--- config.mk ---
export PLATFORM = sky130hd
export DESIGN_NAME = mvm_param
export DESIGN_NICKNAME = d
export VERILOG_FILES = /design/src/rtl/mvm_param.sv
export SDC_FILE = /design/constraint.sdc
export NUM_CORES = 2
export LEC_CHECK = 0
export ABC_CLOCK_PERIOD_IN_PS = 10200
export BUFFER_PORTS_ARGS = -buffer_cell sky130_fd_sc_hd__buf_2
export CORE_UTILIZATION = 45
export DETAILED_ROUTE_END_ITERATION = 10
export GPL_TIMING_DRIVEN = 0
export HOLD_SLACK_MARGIN = 0.12
export SYNTH_ARGS = -nofsm -noshare
export SYNTH_HDL_FRONTEND = slang
export SYNTH_SLANG_ARGS = --single-unit
--- constraint.sdc ---
create_clock -name clk -period 10.2 [get_ports clk]
set_input_delay 2.04 -clock clk [delete_from_list [all_inputs] [get_ports clk]]
set_output_delay 2.04 -clock clk [all_outputs]
set_load 0.02 [all_outputs]
--- src/rtl/mvm_param.sv ---
// mvm_param: parametrised signed M x N matrix-vector multiplier with P MAC lanes and optional ReLU
//   clk, reset                     : clock, synchronous active-high reset
//   loadMatrix, loadVector, start  : one-cycle command pulses, honoured only while idle
//   relu                           : latched on accepted start, clamps negative results to 0
//   data_in                        : serial load words (matrix row-major, then vector)
//   busy, done, outValid, data_out : status, completion pulse and result stream (row 0 first)
module mvm_param #(
    parameter int M = 8,
    parameter int N = 8,
    parameter int B = 12,
    parameter int P = 2,
    localparam int OW = 2*B + $clog2(N)
) (
    input  logic                 clk,
    input  logic                 reset,
    input  logic                 loadMatrix,
    input  logic                 loadVector,
    input  logic                 start,
    input  logic                 relu,
    input  logic signed [B-1:0]  data_in,
    output logic                 busy,
    output logic                 done,
    output logic                 outValid,
    output logic signed [OW-1:0] data_out
);
    localparam int G   = M / P;
    localparam int AW  = $clog2(M*N);
    localparam int VW  = $clog2(N);
    localparam int YW  = $clog2(M);
    localparam int LW  = $clog2(M*N+1);
    localparam int GW  = $clog2(G+1);
    localparam int OCW = $clog2(M+1);

    if (M % P != 0) begin : g_chk
        $error("mvm_param: M must be a multiple of P");
    end

    typedef enum logic [2:0] {IDLE, LOAD_M, LOAD_V, COMPUTE, DRAIN, OUTPUT} state_t;
    state_t state;

    logic signed [B-1:0]    mat [M*N];
    logic signed [B-1:0]    vec [N];
    logic signed [OW-1:0]   y   [M];
    logic signed [2*B-1:0]  prod [P];
    logic                   pv, pfirst, relu_q, matValid, vecValid, dcnt;
    logic [GW-1:0]          gcnt, pg;
    logic [VW-1:0]          ccnt;
    logic [LW-1:0]          wcnt;
    logic [OCW-1:0]         ocnt;
    logic signed [OW-1:0]   ysel, rv;

    assign busy = state != IDLE;

    always_comb begin
        ysel = y[YW'(ocnt)];
        rv = (relu_q && ysel < 0) ? '0 : ysel;
    end

    // Two-stage lane pipeline: products registered in COMPUTE, accumulated into y one cycle later,
    // so the last accumulation lands in the first DRAIN cycle.
    always_ff @(posedge clk) begin
        if (reset) begin
            state <= IDLE;
            done <= 1'b0;
            outValid <= 1'b0;
            data_out <= '0;
            matValid <= 1'b0;
            vecValid <= 1'b0;
            pv <= 1'b0;
        end else begin
            done <= 1'b0;
            pv <= 1'b0;
            if (pv)
                for (int p = 0; p < P; p++)
                    y[YW'(int'(pg)*P + p)] <= (pfirst ? '0 : y[YW'(int'(pg)*P + p)]) + OW'(prod[p]);
            case (state)
                IDLE: begin
                    wcnt <= '0;
                    if (loadMatrix) state <= LOAD_M;
                    else if (loadVector) state <= LOAD_V;
                    else if (start && matValid && vecValid) begin
                        state <= COMPUTE;
                        ccnt <= '0;
                        gcnt <= '0;
                        dcnt <= 1'b0;
                        ocnt <= '0;
                        relu_q <= relu;
                    end
                end
                LOAD_M: begin
                    mat[AW'(wcnt)] <= data_in;
                    wcnt <= wcnt + 1'b1;
                    if (wcnt == LW'(M*N-1)) begin
                        state <= IDLE;
                        matValid <= 1'b1;
                    end
                end
                LOAD_V: begin
                    vec[VW'(wcnt)] <= data_in;
                    wcnt <= wcnt + 1'b1;
                    if (wcnt == LW'(N-1)) begin
                        state <= IDLE;
                        vecValid <= 1'b1;
                    end
                end
                COMPUTE: begin
                    pv <= 1'b1;
                    pfirst <= ccnt == '0;
                    pg <= gcnt;
                    for (int p = 0; p < P; p++)
                        prod[p] <= mat[AW'((int'(gcnt)*P + p)*N + int'(ccnt))] * vec[ccnt];
                    ccnt <= (ccnt == VW'(N-1)) ? '0 : ccnt + 1'b1;
                    if (ccnt == VW'(N-1)) begin
                        gcnt <= gcnt + 1'b1;
                        if (gcnt == GW'(G-1)) state <= DRAIN;
                    end
                end
                DRAIN: begin
                    dcnt <= 1'b1;
                    if (dcnt) begin
                        outValid <= 1'b1;
                        data_out <= rv;
                        ocnt <= ocnt + 1'b1;
                        state <= OUTPUT;
                    end else done <= 1'b1;
                end
                OUTPUT: begin
                    if (ocnt == OCW'(M)) begin
                        outValid <= 1'b0;
                        data_out <= '0;
                        state <= IDLE;
                    end else begin
                        data_out <= rv;
                        ocnt <= ocnt + 1'b1;
                    end
                end
                default: state <= IDLE;
            endcase
        end
    end
endmodule

After elaboration in Yosys (flattened, before gate mapping)
Memories as Yosys holds them, arrays and structs flattened. A register that Yosys moved wholly into a read port is not among the register bits.
Cells that the tools add are included.
Word-level totals
  bits in writable memories: 1128
  logic and storage cells: 135
  memories: 4
  input bits: 18
  register bits: 57
  output and inout bits: 30
Memory list
  mat: words 64, bits a word 12, read ports 2, clocked after Yosys merged registers in 0, wr ports 1, line 41  | logic signed [B-1:0] mat [M*N];
  y: words 8, bits a word 27, read ports 3, clocked after Yosys merged registers in 2, wr ports 2, line 43  | logic signed [OW-1:0] y [M];
  vec: words 8, bits a word 12, read ports 1, clocked after Yosys merged registers in 1, wr ports 1, line 42  | logic signed [B-1:0] vec [N];
  prod: words 2, bits a word 24, read ports 2, clocked after Yosys merged registers in 0, wr ports 2, line 44  | logic signed [2*B-1:0] prod [P];
Cells by class
  eq/ne operators: 21
  $lt $le $gt $ge: 1
  multiplexer cells: 53
  $add $sub $neg: 10
  bitwise gates (word level): 4
  $mul: 2
  reductions and logical operators: 25
Operators by type and width (number)
  $mux 27: 5
  $add 27x27->27: 2
  $pmux 27 s2: 1
  $mux 3: 17
  $mul 12x12->24: 2
  $lt 27x1->1 const B: 1
  $mux 4: 5
  $ne 2x2->1 const B: 10
  $mux 1: 18
  $pmux 3 s6: 1
  $reduce_and 5->1: 3
  $pmux 7 s2: 1
  $reduce_and 7->1: 2
  $add 3x1->3 const B: 4
  $add 6x3->6: 2
  $pmux 3 s2: 2
  $pmux 4 s3: 1
  $reduce_and 2->1: 5
  $eq 3x2->1 const B: 3
  $eq 3x3->1 const B: 3
  $reduce_bool 2->1: 4
  $add 7x1->7 const B: 1
  $eq 7x3->1 const B: 1
  $eq 7x6->1 const B: 1
  12 further kinds: 21

Logic depth before layout (Yosys ltp)
  depth after elaboration: 7
  mapped depth: 28
  mapped depth without buffers: 24

Worst setup path after synthesis
OpenSTA, ideal clock, no wires.
  path kind: input port to flip-flop
  start: input port reset
  end: memory y[0][0] (netlist bit) (enable)
  stages on the path: 3
  required time: 9.656 ns
  data arrival time: 6.360 ns
  setup slack: 3.297 ns
  buffers on the path: 1
  setup time: 0.544 ns
  cells stage by stage: clkbuf_1 nor2b_1 nor3b_1
RTL lines
  from (decl): line 15  | input logic reset,
  to (decl): line 43

==> results.toml <==
[floorplan]
die-area_sq_um = 135000
die_y_um = 368
io_pins = 48
start_util_pct = 45.6
core_area_sq_um = 132000
rows = 133
chipWidth_um = 368

[final_layout]
layout-drive-gt1-share_pct = 20.2
utilization_pct = 50.9
multiInputGateArea_sq_um = 22800
syn2layout_area_growth_pct = 11.8
design_area_sq_um = 67200
fillers = 10800
seqCellArea_sq_um = 35400
fin_nets = 4351

[global_route]
grt_pass1_wl_mm = 232
track_usage_pct = 23.9
grt-ovfl-total = 0
antenna_found_initial = 8
grt_max_degree = 73
grt_pass1_vias = 33700

[synth]
synth_area_per_cell_sq_um = 16.3
ys_top_cells_by_area = "edfxtp_1 (57%), mux4_2 (14%), fa_1 (9.3%)"
synth_cells = 3679
synth_most_common_cell = "edfxtp_1"
yosys-top-cells-count = "edfxtp_1 (1150), mux4_2 (370), inv_1 (353)"
synth-async-reset-ratio_pct = 0
synthFlopType = "edfxtp_1"
synth_cell_types = 64
synth_edf_count = 1150
synthesis.nets = 4137
synth_top_area_share_pct = 57.4
synth_top_cell_by_area = "edfxtp_1"
ys_seq_area_share_pct = 58.8
yosys_register_bits = 1193
synth_area_sq_um = 60200
synth_warnings = 0

[detailed_routing]
drt_iter0_drc = 3454
finalWirelength_mm = 159
via_per_inst = 5.71
first_pass_iters = 6
wire_per_inst_um = 27.6
vias = 32800
ant_nets = 0
drc = 0

[power]
vdd_drop_max_uv = 490
leakage_uw = 0.0238
p_per_area_nw_per_um2 = 241
swShare_pct = 35.3
power.switching_uw = 5730
pwr-share-seq_pct = 35.8
intPower_uw = 10500
p_clk_share_pct = 26.7
pwr-share-comb_pct = 37.5
finalPower_uw = 16200

[min_path]
hold_path.class = "reg2reg"
holdPathEnd = "vecValid$_SDFFE_PP0P_"
worstHoldStart = "vecValid$_SDFFE_PP0P_"
holdPathStages = 2

[placement]
dp_hpwl_mm = 112
place_area_sq_um = 63400
numPortBuffers = 46
place_ws_ns = 0.918
place.gp.congestion = 0.885

[clocking]
cts_inserted_buffers = 118
path_clk_slew_ns = 0.06
insertion_delay_ns = 0.77
cts.repair.resized = 0
cts.sinks = 1193
clock_path_buffers = 3
post_cts_buffers = 0
cts_tree = "built"
cts_root_buf = "clkbuf_16"
htree_levels = 3
cts-hold-fix-buffers = 0

[sta]
worst_pin_slew_ns = 1.50
setup_slack_ns = 0.774
setup_viol = 0
max_clock_freq_ghz = 0.106
fin_skew_ns = 0.0747
rsz0062_at_grt = "no"
hold_viol = 0
period_share_pct = 92.4
period_needed_ns = 9.43
relSlewSlack_pct = 0.290
slew_viol_final = 0

[status]
status = "finished, violations left"
violations = "capacitance limit"

[worst_setup_path]
reg2reg_depth = 25
critPathMaxFanout = 10
end_kind = "flip-flop"
reg2reg_slack_ns = 0.77
worstPathArrival_ns = 9.83
r2r-start = "ccnt[1]$_DFFE_PP_"
crit_path_start_kind = "flip-flop"
rr_endpoint = "prod[0][21]$_DFFE_PP_"
worstPathRequired_ns = 10.60
worstSetupPathType = "reg2reg"

[job]
drv_cap = 2
how the worst max path moves through the flow:
stage / start / end / slack [ns] / depth (start not counted)
after floorplan: reset / y[0][0]$_DFFE_PP_ / 3.30 / 3
after global placement: reset / y[1][19]$_DFFE_PP_ / -1.33 / 3
after detailed placement: ccnt[1]$_DFFE_PP_ / prod[0][21]$_DFFE_PP_ / 0.92 / 25
after CTS: ccnt[1]$_DFFE_PP_ / prod[0][21]$_DFFE_PP_ / 0.83 / 25
after global routing: ccnt[1]$_DFFE_PP_ / prod[0][41]$_DFFE_PP_ / 0.50 / 26
final: ccnt[1]$_DFFE_PP_ / prod[0][21]$_DFFE_PP_ / 0.77 / 25
layout by cell type (no fill, tap or decap), drive strengths merged, types with 5 or more instances in the layout:
master,instances
o311ai,6
a22oi,29
a211oi,12
dfxtp,43
or2,7
o211ai,5
buf,174
bufinv,11
mux2,61
and2,37
a21boi,5
nand3b,5
nand3,23
a21o,24
xnor2,72
o21ai,48
mux2i,14
nor3,24
xor2,18
inv,357
mux4,370
o21bai,6
ha,162
a21oi,82
o31ai,8
or4,5
nand2b,29
clkbuf,232
edfxtp,1150
o21a,14
nor2,221
fa,278
or3,15
clkinv,66
a31oi,7
and3,12
nor2b,99
nand2,227
worst max-delay path, cell delays in order (launching register included):
cell and delay, ns:
edfxtp_1 0.37, clkbuf_1 0.35, buf_1 0.80, buf_1 1.03, mux4_2 0.42, mux4_2 0.58, mux2_2 0.38, buf_2 0.24
nand2_1 0.12, fa_1 0.42, inv_1 0.07, ha_1 0.24, fa_1 0.50, inv_1 0.05, fa_1 0.48, fa_1 0.49
inv_1 0.04, ha_1 0.31, nor2b_1 0.14, o21ai_0 0.22, a21boi_0 0.20, o211ai_1 0.33, a21boi_0 0.24, o31ai_1 0.61
mux2i_1 0.26, nand3_1 0.17
flip-flops by register name, indices dropped and copies added, names as in the netlist, named ones only:
register and count:
relu_q 1, data_out 27, pfirst 1, outValid 1, prod 48, ocnt 4, dcnt 1, state 3
vecValid 1, pv 1, gcnt 3, wcnt 7, ccnt 3, pg 2, matValid 1, done 1
mat 768, y 216, vec 96
power groups by stage:
stage	Clock, uW	Combinational (uW)	Sequential, uW
final	4330	6090	5810
after global routing	4560	6810	5820
after CTS	4390	6070	5820
after detailed placement	0	6040	5920
after global placement	0	6000	5920
after floorplan	0	4110	5900
per-layer routing:
layer | up-vias | GRT usage (%) | wire length [um]
li1 | 14200 | - | -
met3 | 266 | 3.07 | 9030
met1 | 17300 | 31.6 | 63600
met4 | 0 | 8.56 | 6210
met2 | 1141 | 40.6 | 80000
met5 | - | 0 | 0
metrics by stage:
stage | hold slack [ns] | cells | setup TNS, ns
CTS | 0.486 | 5752 | 0
global route | 0.518 | 5752 | 0
global placement | 0.442 | 5480 | -71.33
finish | 0.477 | 5753 | 0
floorplan | 0.429 | 3679 | 0
detailed placement | 0.471 | 5528 | 0
final cells by class:
class	instances	area share, %
well taps	1755	3.27
clock inverters	82	1.15
plain buffers	170	1.19
repair buffers	94	1.33
multi-input cells	1961	33.9
flip-flops and latches	1193	52.6
inverters	355	1.98
diodes	1	0.00372
clock buffers	142	4.57
cells by family after synthesis:
kind of cell / Yosys count / share of synthesized area [%]
adder cells (fa/ha/maj): 440 / 12.6
AO/OA/AOI/OAI: 270 / 2.91
buffers and inverters: 525 / 3.54
AND/OR/NAND/NOR: 716 / 5.53
flip-flops: 1193 / 58.8
multiplexers: 445 / 15.2
XOR/XNOR: 90 / 1.31
Note: power is estimated with default switching activity, not from simulation.
